$ cat src/rtl/game_pkg.sv
// Shared game definitions used by the item spawner.
//   - item_t / coord_t : 4-bit item code and grid coordinate types
//   - ITEM_*           : power-up item codes written into the tile memory
//   - spawn_state_t    : item spawner FSM states
//   - item_code()      : maps a folded item type (0..4) to its item code
package game_pkg;

    typedef logic [3:0] item_t;
    typedef logic [3:0] coord_t;

    localparam item_t ITEM_BOMB_UP = 4'd2;
    localparam item_t ITEM_FIRE_UP = 4'd4;
    localparam item_t ITEM_SPEED   = 4'd8;
    localparam item_t ITEM_KICK    = 4'd6;
    localparam item_t ITEM_LIFE    = 4'd5;

    typedef enum logic [2:0] {
        ST_IDLE  = 3'd0,
        ST_FETCH = 3'd1,
        ST_PROBE = 3'd2,
        ST_CHECK = 3'd3,
        ST_PLACE = 3'd4,
        ST_FAIL  = 3'd5
    } spawn_state_t;

    function automatic item_t item_code(input logic [2:0] t);
        case (t)
            3'd0:    return ITEM_BOMB_UP;
            3'd1:    return ITEM_FIRE_UP;
            3'd2:    return ITEM_SPEED;
            3'd3:    return ITEM_KICK;
            3'd4:    return ITEM_LIFE;
            default: return ITEM_BOMB_UP;
        endcase
    endfunction

endpackage

$ cat src/rtl/item_decode.sv
// Combinational decode of one 13-bit random word into a spawn candidate.
//   rnd_i   : random word (x = [3:0], y = [7:4], type = [12:10], [9:8] unused)
//   x_o/y_o : candidate cell coordinate
//   valid_o : coordinate lies inside the GRID_W x GRID_H play grid
//   item_o  : item code after folding the 3-bit type into 0..4
module item_decode
    import game_pkg::*;
#(
    parameter int GRID_W = 15,
    parameter int GRID_H = 13
) (
    input  logic [12:0] rnd_i,
    output coord_t      x_o,
    output coord_t      y_o,
    output logic        valid_o,
    output item_t       item_o
);

    logic [2:0] t_raw;
    logic [2:0] t_fold;
    logic       unused_bits;

    assign x_o         = rnd_i[3:0];
    assign y_o         = rnd_i[7:4];
    assign t_raw       = rnd_i[12:10];
    assign unused_bits = ^rnd_i[9:8];

    assign valid_o = (int'(x_o) < GRID_W) && (int'(y_o) < GRID_H);

    // Types 5..7 wrap back onto 0..2 so every word yields an item.
    assign t_fold = (t_raw >= 3'd5) ? (t_raw - 3'd5) : t_raw;
    assign item_o = item_code(t_fold);

endmodule

$ cat src/rtl/item_spawner.sv
// Power-up item spawner. On a spawn request it draws random words, probes
// the grid occupancy for each in-range coordinate and writes the item into
// the first free cell; it gives up after MAX_TRIES words.
//   clk_i, rst_ni          : clock, asynchronous active-low reset
//   spawn_req_i, abort_i   : request (IDLE only) / synchronous cancel
//   rnd_i, rnd_valid_i,
//   rnd_ready_o            : random word handshake (ready exactly in FETCH)
//   rd_en_o, rd_x_o, rd_y_o,
//   rd_occupied_i          : occupancy probe, result valid the cycle after
//   wr_en_o, wr_x_o, wr_y_o,
//   wr_item_o              : item write strobe and payload
//   busy_o                 : not IDLE
//   spawn_done_o/fail_o    : one-cycle completion pulses
module item_spawner
    import game_pkg::*;
#(
    parameter int GRID_W    = 15,
    parameter int GRID_H    = 13,
    parameter int MAX_TRIES = 8
) (
    input  logic        clk_i,
    input  logic        rst_ni,
    input  logic        spawn_req_i,
    input  logic        abort_i,
    input  logic [12:0] rnd_i,
    input  logic        rnd_valid_i,
    output logic        rnd_ready_o,
    output logic        rd_en_o,
    output coord_t      rd_x_o,
    output coord_t      rd_y_o,
    input  logic        rd_occupied_i,
    output logic        wr_en_o,
    output coord_t      wr_x_o,
    output coord_t      wr_y_o,
    output item_t       wr_item_o,
    output logic        busy_o,
    output logic        spawn_done_o,
    output logic        spawn_fail_o
);

    localparam int TW = $clog2(MAX_TRIES + 1);
    localparam logic [TW-1:0] TRIES_MAX = TW'(MAX_TRIES);

    spawn_state_t  state_q, state_d;
    logic [TW-1:0] tries_q, tries_d;
    coord_t        x_q, x_d;
    coord_t        y_q, y_d;
    item_t         item_q, item_d;

    coord_t        dec_x;
    coord_t        dec_y;
    logic          dec_valid;
    item_t         dec_item;

    item_decode #(
        .GRID_W(GRID_W),
        .GRID_H(GRID_H)
    ) u_decode (
        .rnd_i  (rnd_i),
        .x_o    (dec_x),
        .y_o    (dec_y),
        .valid_o(dec_valid),
        .item_o (dec_item)
    );

    always_ff @(posedge clk_i or negedge rst_ni) begin
        if (!rst_ni) begin
            state_q <= ST_IDLE;
            tries_q <= '0;
            x_q     <= '0;
            y_q     <= '0;
            item_q  <= '0;
        end else begin
            state_q <= state_d;
            tries_q <= tries_d;
            x_q     <= x_d;
            y_q     <= y_d;
            item_q  <= item_d;
        end
    end

    always_comb begin
        state_d      = state_q;
        tries_d      = tries_q;
        x_d          = x_q;
        y_d          = y_q;
        item_d       = item_q;
        rnd_ready_o  = 1'b0;
        rd_en_o      = 1'b0;
        wr_en_o      = 1'b0;
        spawn_done_o = 1'b0;
        spawn_fail_o = 1'b0;

        unique case (state_q)
            ST_IDLE: begin
                if (spawn_req_i) begin
                    tries_d = '0;
                    state_d = ST_FETCH;
                end
            end
            ST_FETCH: begin
                rnd_ready_o = 1'b1;
                if (rnd_valid_i) begin
                    x_d    = dec_x;
                    y_d    = dec_y;
                    item_d = dec_item;
                    if (tries_q != TRIES_MAX) begin
                        tries_d = tries_q + 1'b1;
                    end
                    // Decision uses the count including this word.
                    if (dec_valid) begin
                        state_d = ST_PROBE;
                    end else if (tries_d == TRIES_MAX) begin
                        state_d = ST_FAIL;
                    end
                end
            end
            ST_PROBE: begin
                rd_en_o = 1'b1;
                state_d = ST_CHECK;
            end
            ST_CHECK: begin
                if (!rd_occupied_i) begin
                    state_d = ST_PLACE;
                end else if (tries_q == TRIES_MAX) begin
                    state_d = ST_FAIL;
                end else begin
                    state_d = ST_FETCH;
                end
            end
            ST_PLACE: begin
                wr_en_o      = 1'b1;
                spawn_done_o = 1'b1;
                state_d      = ST_IDLE;
            end
            ST_FAIL: begin
                spawn_fail_o = 1'b1;
                state_d      = ST_IDLE;
            end
            default: begin
                state_d = ST_IDLE;
            end
        endcase

        // Cancel wins over every transition and masks same-cycle write/pulses.
        if (abort_i) begin
            state_d      = ST_IDLE;
            wr_en_o      = 1'b0;
            spawn_done_o = 1'b0;
            spawn_fail_o = 1'b0;
        end
    end

    assign busy_o    = (state_q != ST_IDLE);
    assign rd_x_o    = x_q;
    assign rd_y_o    = y_q;
    assign wr_x_o    = x_q;
    assign wr_y_o    = y_q;
    assign wr_item_o = item_q;

endmodule

$ cat config.mk
export PLATFORM = sky130hd
export DESIGN_NAME = item_spawner
export DESIGN_NICKNAME = d
export VERILOG_FILES = /design/src/rtl/game_pkg.sv /design/src/rtl/item_decode.sv /design/src/rtl/item_spawner.sv
export SDC_FILE = /design/constraint.sdc
export NUM_CORES = 1
export LEC_CHECK = 0
export ABC_CLOCK_PERIOD_IN_PS = 2700
export BUFFER_PORTS_ARGS = -buffer_cell sky130_fd_sc_hd__buf_2
export CAP_MARGIN = 25
export CORE_ASPECT_RATIO = 2
export CORE_UTILIZATION = 30
export CTS_CLUSTER_SIZE = 30
export DETAILED_ROUTE_END_ITERATION = 6
export PLACE_DENSITY_LB_ADDON = 0.3
export SLEW_MARGIN = 25
export SYNTH_ARGS = -nofsm -noshare
export SYNTH_HDL_FRONTEND = slang
export SYNTH_SLANG_ARGS = --single-unit
$ cat constraint.sdc
create_clock -name clk_i -period 2.7 [get_ports clk_i]
set_input_delay 0.27 -clock clk_i [delete_from_list [all_inputs] [get_ports clk_i]]
set_output_delay 0.27 -clock clk_i [all_outputs]
set_load 0.005 [all_outputs]
==> results.json, run 1 <==
{
  "max_freq_mhz": 574,
  "nFillCells": 423,
  "ctsResizeCount": 0,
  "grt_max_degree": 22,
  "routedWlPerCell_um": 12.6,
  "fin_area_mm2": 0.00143,
  "die_area_mm2": 0.00425,
  "ctsHoldBuffers": 1,
  "cts_inserted_buffers": 3,
  "ctsLongestPathBuffers": 2,
  "postSynthCellCount": 123,
  "syn_area_mm2": 0.00119,
  "coreArea_mm2": 0.00384,
  "hold_viol_final": 0,
  "status": "complete, no violations",
  "cts.htree.levels": 1,
  "power_uw": 845,
  "antenna_found_initial": 0,
  "peakVddDrop_v": 0.000324,
  "end_kind": "register",
  "place.gp.congestion": 0.782,
  "multi_input_area_um2": 598,
  "stdcell_count": 207,
  "ys.warnings.count": 0,
  "ys_seq_area_frac": 0.399,
  "r2r_cells": 6,
  "area_delta_synth_final_pct": 19.8,
  "setup_viol": 0,
  "drc": 0,
  "crit_path_max_fanout": 8,
  "vias": 1028,
  "setup_tns_ps": 0,
  "port_buffers": 42,
  "path_clk_slew_ps": 70,
  "holdWs_ps": 254,
  "nNetsFinal": 180,
  "fp.dieW_um": 46.6,
  "r2r_start": "tries_q[0]$_DFFE_PN0P_",
  "reg2reg_slack_ps": 960,
  "finClkSkew_ps": 4.09,
  "overflow": 0,
  "layout-drive-gt1-share": 0.391,
  "grt_pass1_wl_um": 4230,
  "ys_types": 39,
  "cts_tree": "yes",
  "powerDensity_mw_per_mm2": 591,
  "rsz0062_at_grt": "no",
  "avgViaCountPerCell": 4.97,
  "slew_viol_final": 0,
  "clk_latency_ps": 260,
  "critPathKind": "register to register",
  "die_h_um": 91.2,
  "fin_crit_sh": 0.645,
  "layout_min_cycle_time_ps": 1740,
  "hold-path-endpoint": "rd_x_o[0]$_DFFE_PN0P_",
  "ys_ff_latch": 19,
  "hp-class": "input port to register",
  "routed_wl_um": 2600,
  "grt_usage": 0.136,
  "regArea_um2": 475,
  "min_from": "rnd_i[0]",
  "arrival_ps": 1900,
  "rows": 32,
  "dp.cells": 202,
  "start_util": 0.310,
  "ant_nets": 0,
  "cp.required_ps": 2860,
  "drt_iter0_drc": 13,
  "leakage_uw": 0.000707,
  "cts-root-buf": "clkbuf_8",
  "post-cts-setup-buffers": 0,
  "r2r-end": "state_q[2]$_DFFE_PN0P_",
  "grt_pass1_vias": 996,
  "cp-start-kind": "register",
  "slew-limit-headroom": 0.694,
  "drv_cap": 0,
  "syn_avg_cell_area_um2": 9.69,
  "dpl_cell_area_mm2": 0.00137,
  "dr.pass1.iters": 6,
  "diodes": 0,
  "io-pin-count": 45,
  "synthesis.nets": 146,
  "cts_sinks": 19,
  "hpwl_um": 2060,
  "min_path_cells": 2,
  "tightestPinTransition_ps": 456
}
[power by group]
part | internal, µW | leakage, µW | switching, µW | total (µW)
Clock | 105 | 0.0000228 | 94.1 | 199
Combinational | 141 | 0.000441 | 113 | 254
Sequential | 347 | 0.000244 | 44.8 | 391
[cells in the mapped netlist, drive strengths merged]
master,instances,area [µm²]
and3,1,6.26
nor4b,1,8.76
a31oi,3,18.8
o31ai,1,7.51
nor2b,4,27.5
inv,5,18.8
nor2,10,37.5
mux2,10,116
ha,4,50.1
or3,1,6.26
and4,1,8.76
o21ai,13,65.1
a2111oi,1,15.0
a32o,1,10.0
nand2,13,48.8
nand4bb,2,22.5
a21oi,2,13.8
a211oi,2,20.0
dfrtp,19,475
nor4bb,1,10.0
nand4b,1,8.76
o21ba,1,10.0
nor3,3,15.0
clkbuf,3,11.3
nand2b,1,6.26
o211a,1,10.0
o311a,1,10.0
buf,12,88.8
xnor2,2,17.5
o211ai,1,12.5
and2,1,6.26
o311ai,1,8.76
[routing by layer]
layer  routed length (µm)  vias up  part of all wire  track usage
li1                     -      492                 -            -
met1                  977      502              0.38        0.139
met2                 1450       27              0.56        0.238
met3                   84        7             0.032       0.0159
met4                   89        0             0.034       0.0858
met5                    0        -                 0            0
[cell families (layout without fill, tap and decap cells)]
| logic type | after synthesis | in the layout | share of synthesized area |
|---|---|---|---|
| flip-flops | 19 | 19 | 0.399 |
| multiplexers | 10 | 10 | 0.0976 |
| buffers and inverters | 20 | 53 | 0.0997 |
| AO/OA/AOI/OAI | 28 | 28 | 0.169 |
| AND/OR/NAND/NOR | 40 | 40 | 0.178 |
| XOR/XNOR | 2 | 2 | 0.0147 |
| adder cells (fa/ha/maj) | 4 | 4 | 0.0420 |
[stage by stage]
| step | utilization | setup WS [ps] |
|---|---|---|
| after floorplan | - | 1060 |
| after global placement | 0.357 | 997 |
| after detailed placement | 0.357 | 961 |
| after CTS | 0.372 | 951 |
| after global routing | 0.372 | 860 |
| final | 0.372 | 957 |
[sequential cells by signal, indices dropped and copies added, names as in the netlist]
register   count
rd_x_o         4
rd_y_o         4
state_q        3
tries_q        4
wr_item_o      4
[worst max-delay path, cell delays in order (launching register included)]
cell and delay, ps:
dfrtp_1 450, inv_1 70, ha_1 220, mux2_4 280, o211ai_2 200, a21oi_2 80, a2111oi_2 340
[layout by cell type (no fill, tap or decap), types with 4 or more instances in the layout]
master    n
mux2_2    9
ha_1      4
buf_2    42
inv_1     5
dfrtp_1  19
nor2_1   10
o21ai_0  12
nand2_1  13
[final cells by class]
class	instances	share of cell area
clock buffer	4	0.0315
multi-input combinational	84	0.419
sequential	19	0.333
inverter	5	0.0131
timing repair buffer	44	0.159
tap	51	0.0447
[worst max path at each step]
stage                           startpoint                      to  slack [ps]  cells past startpoint
global route        tries_q[0]$_DFFE_PN0P_  state_q[2]$_DFFE_PN0P_         860                      6
finish              tries_q[0]$_DFFE_PN0P_  state_q[2]$_DFFE_PN0P_         960                      6
floorplan           tries_q[0]$_DFFE_PN0P_  state_q[2]$_DFFE_PN0P_        1060                      6
detailed placement  tries_q[0]$_DFFE_PN0P_  state_q[2]$_DFFE_PN0P_         960                      6
CTS                 tries_q[0]$_DFFE_PN0P_  state_q[2]$_DFFE_PN0P_         950                      6
global placement    tries_q[0]$_DFFE_PN0P_  state_q[2]$_DFFE_PN0P_        1000                      6
(Power assumes the default switching activity.)
==> run 2, diff against run 1 <==
ABC_CLOCK_PERIOD_IN_PS = 1600   (was 2700)
clock period = 1.6 ns   (was 2.7 ns; I/O delays follow)
==> run 2 against run 1 <==
Effect of this change: the run now ends with setup timing left; combinational power grew 94%; clock-buffer cell count stayed put; cell count up 4.8%; first-iteration DRC count grew 100%; sequential power rose by 67%; non-clock buffer count is 10 higher; largest cell class unchanged; highest routed layer unchanged.
==> results.json, run 2 (synthesis gave the netlist of run 1 again) <==
{
  "holdWs_ps": 157,
  "die_area_mm2": 0.00425,
  "port_buffers": 42,
  "p_switching_uw": 431,
  "cts_tree": "yes",
  "path_cells": "inv_2, ha_4, mux2_4, o211ai_2, a21oi_2, a2111oi_2",
  "pwr-share-seq": 0.445,
  "fp.dieW_um": 46.6,
  "cp-start-kind": "register",
  "cts.htree.levels": 1,
  "drv_cap": 0,
  "fin_area_mm2": 0.00155,
  "slowest_delay_ps": 410,
  "cp.required_ps": 1730,
  "drc": 0,
  "ant_nets": 0,
  "final_cell_mix": "buf_2 (42), dfrtp_1 (19), o21ai_0 (12), nand2_1 (12), buf_4 (11)",
  "peakVddDrop_v": 0.000516,
  "routed_wl_um": 2860,
  "antenna_found_initial": 0,
  "critPathKind": "register to register",
  "nFillCells": 433,
  "crit_path_max_fanout": 4,
  "min_path_cells": 2,
  "path_clk_slew_ps": 70,
  "dr.pass1.iters": 4,
  "internal_power_uw": 1030,
  "layout_min_cycle_time_ps": 1630,
  "die_h_um": 91.2,
  "violations": "setup timing",
  "status": "finished, violations left",
  "slew-limit-headroom": 0.706,
  "slowest_stage": "dfrtp_1",
  "hold_viol_final": 0,
  "cts_sinks": 19,
  "grt_pass1_vias": 1077,
  "place_ws_ps": -83.8,
  "avgViaCountPerCell": 4.95,
  "diodes": 0,
  "arrival_ps": 1760,
  "coreArea_mm2": 0.00384,
  "powerDensity_mw_per_mm2": 947,
  "tightestPinTransition_ps": 441,
  "overflow": 0,
  "ctsLongestPathBuffers": 2,
  "io-pin-count": 45,
  "routedWlPerCell_um": 13.2,
  "rows": 32,
  "rsz0062_at_grt": "yes",
  "slew_viol_final": 0,
  "r2r-end": "state_q[2]$_DFFE_PN0P_",
  "grt_usage": 0.145,
  "cts-root-buf": "clkbuf_8",
  "post-route-util": 0.403,
  "max_freq_mhz": 615,
  "hpwl_um": 2240,
  "fin_crit_sh": 1.02,
  "pwr-share-clk": 0.218,
  "r2r_start": "tries_q[0]$_DFFE_PN0P_",
  "area_delta_synth_final_pct": 29.8,
  "setup_viol": 1,
  "hold-path-endpoint": "rd_x_o[3]$_DFFE_PN0P_",
  "vias": 1074,
  "leakage_uw": 0.000763,
  "place.gp.congestion": 0.857,
  "end_kind": "register",
  "layout-drive-gt1-share": 0.464,
  "dpl_cell_area_mm2": 0.00144,
  "min_from": "rnd_i[3]",
  "cts_inserted_buffers": 3,
  "finClkSkew_ps": 1.54,
  "grt_max_degree": 22,
  "grt_pass1_wl_um": 4590,
  "start_util": 0.310,
  "reg2reg_slack_ps": -30,
  "worst_slack_ps": -26.8,
  "clk_latency_ps": 240,
  "p_sw_frac": 0.294,
  "nNetsFinal": 190,
  "pwr-share-comb": 0.337,
  "final_common_cell": "buf_2",
  "hp-class": "input port to register",
  "r2r_cells": 6,
  "drt_iter0_drc": 26
}
## run 2: cell types whose count changed in the layout (fill, tap and decap cells not counted)
cell      before  now
buf_4          1   11
ha_1           4    2
a211oi_2       1    0
a211oi_4       0    1
ha_2           0    1
ha_4           0    1
inv_1          5    4
inv_2          0    1
nand2_1       13   12
nand2_4        0    1
nor2b_1        3    2
nor2b_4        0    1
nor4b_1        1    0
nor4b_2        0    1
## run 2: worst max path at each step
stage	start	end	slack [ps]	cells after the start
2_1_floorplan	tries_q[0]$_DFFE_PN0P_	state_q[2]$_DFFE_PN0P_	10	6
3_3_place_gp	tries_q[0]$_DFFE_PN0P_	state_q[2]$_DFFE_PN0P_	20	5
3_5_place_dp	tries_q[0]$_DFFE_PN0P_	state_q[2]$_DFFE_PN0P_	-80	5
4_1_cts	tries_q[0]$_DFFE_PN0P_	state_q[2]$_DFFE_PN0P_	-30	6
5_1_grt	tries_q[0]$_DFFE_PN0P_	state_q[2]$_DFFE_PN0P_	-70	6
6_report	tries_q[0]$_DFFE_PN0P_	state_q[2]$_DFFE_PN0P_	-30	6
## run 2: routing by layer
layer	global-route usage	share of wire
met5	0	0
met4	0.0735	0.029
met3	0.0139	0.027
met2	0.266	0.59
met1	0.144	0.36
## run 2: worst max-delay path, delay by kind of cell (launching register included)
kind            cells  cell delay (ps)
compound gates      3              590
flops               1              410
mux                 1              270
fa+ha+maj           1              180
buf+inv             1               70
## run 2: cell type report
type                            instances  area [µm²]  area share
Clock buffer                            4        45.0      0.0291
Inverter                                5        18.8      0.0121
Multi-Input combinational cell         84         642       0.415
Sequential cell                        19         475       0.307
Tap cell                               51        63.8      0.0412
Timing Repair Buffer                   54         303       0.196
## run 2: metrics by stage
stage          TNS [ps]  std cells  total power [µW]
2_1_floorplan         0        123               960
3_3_place_gp          0        210              1110
3_5_place_dp      -83.8        210              1130
4_1_cts           -44.2        217              1470
5_1_grt           -69.3        217              1580
6_report          -26.8        217              1470
## run 2: power by group through the flow
stage	clock network [µW]	registers, µW	logic, µW
after global routing	361	673	543
final	319	652	494
after CTS	334	654	482
after detailed placement	0	662	470
after floorplan	0	669	291
after global placement	0	656	459
## run 2: timing repair
action / in CTS / in global routing
resized for setup: 0 / 9
setup endpoints to repair: 1 / 4
endpoints found under the hold margin: 19 / 0
pin swaps: 2 / 1
cloned: 0 / 0
buffers inserted: 2 / 0
hold buffers: 1 / 0
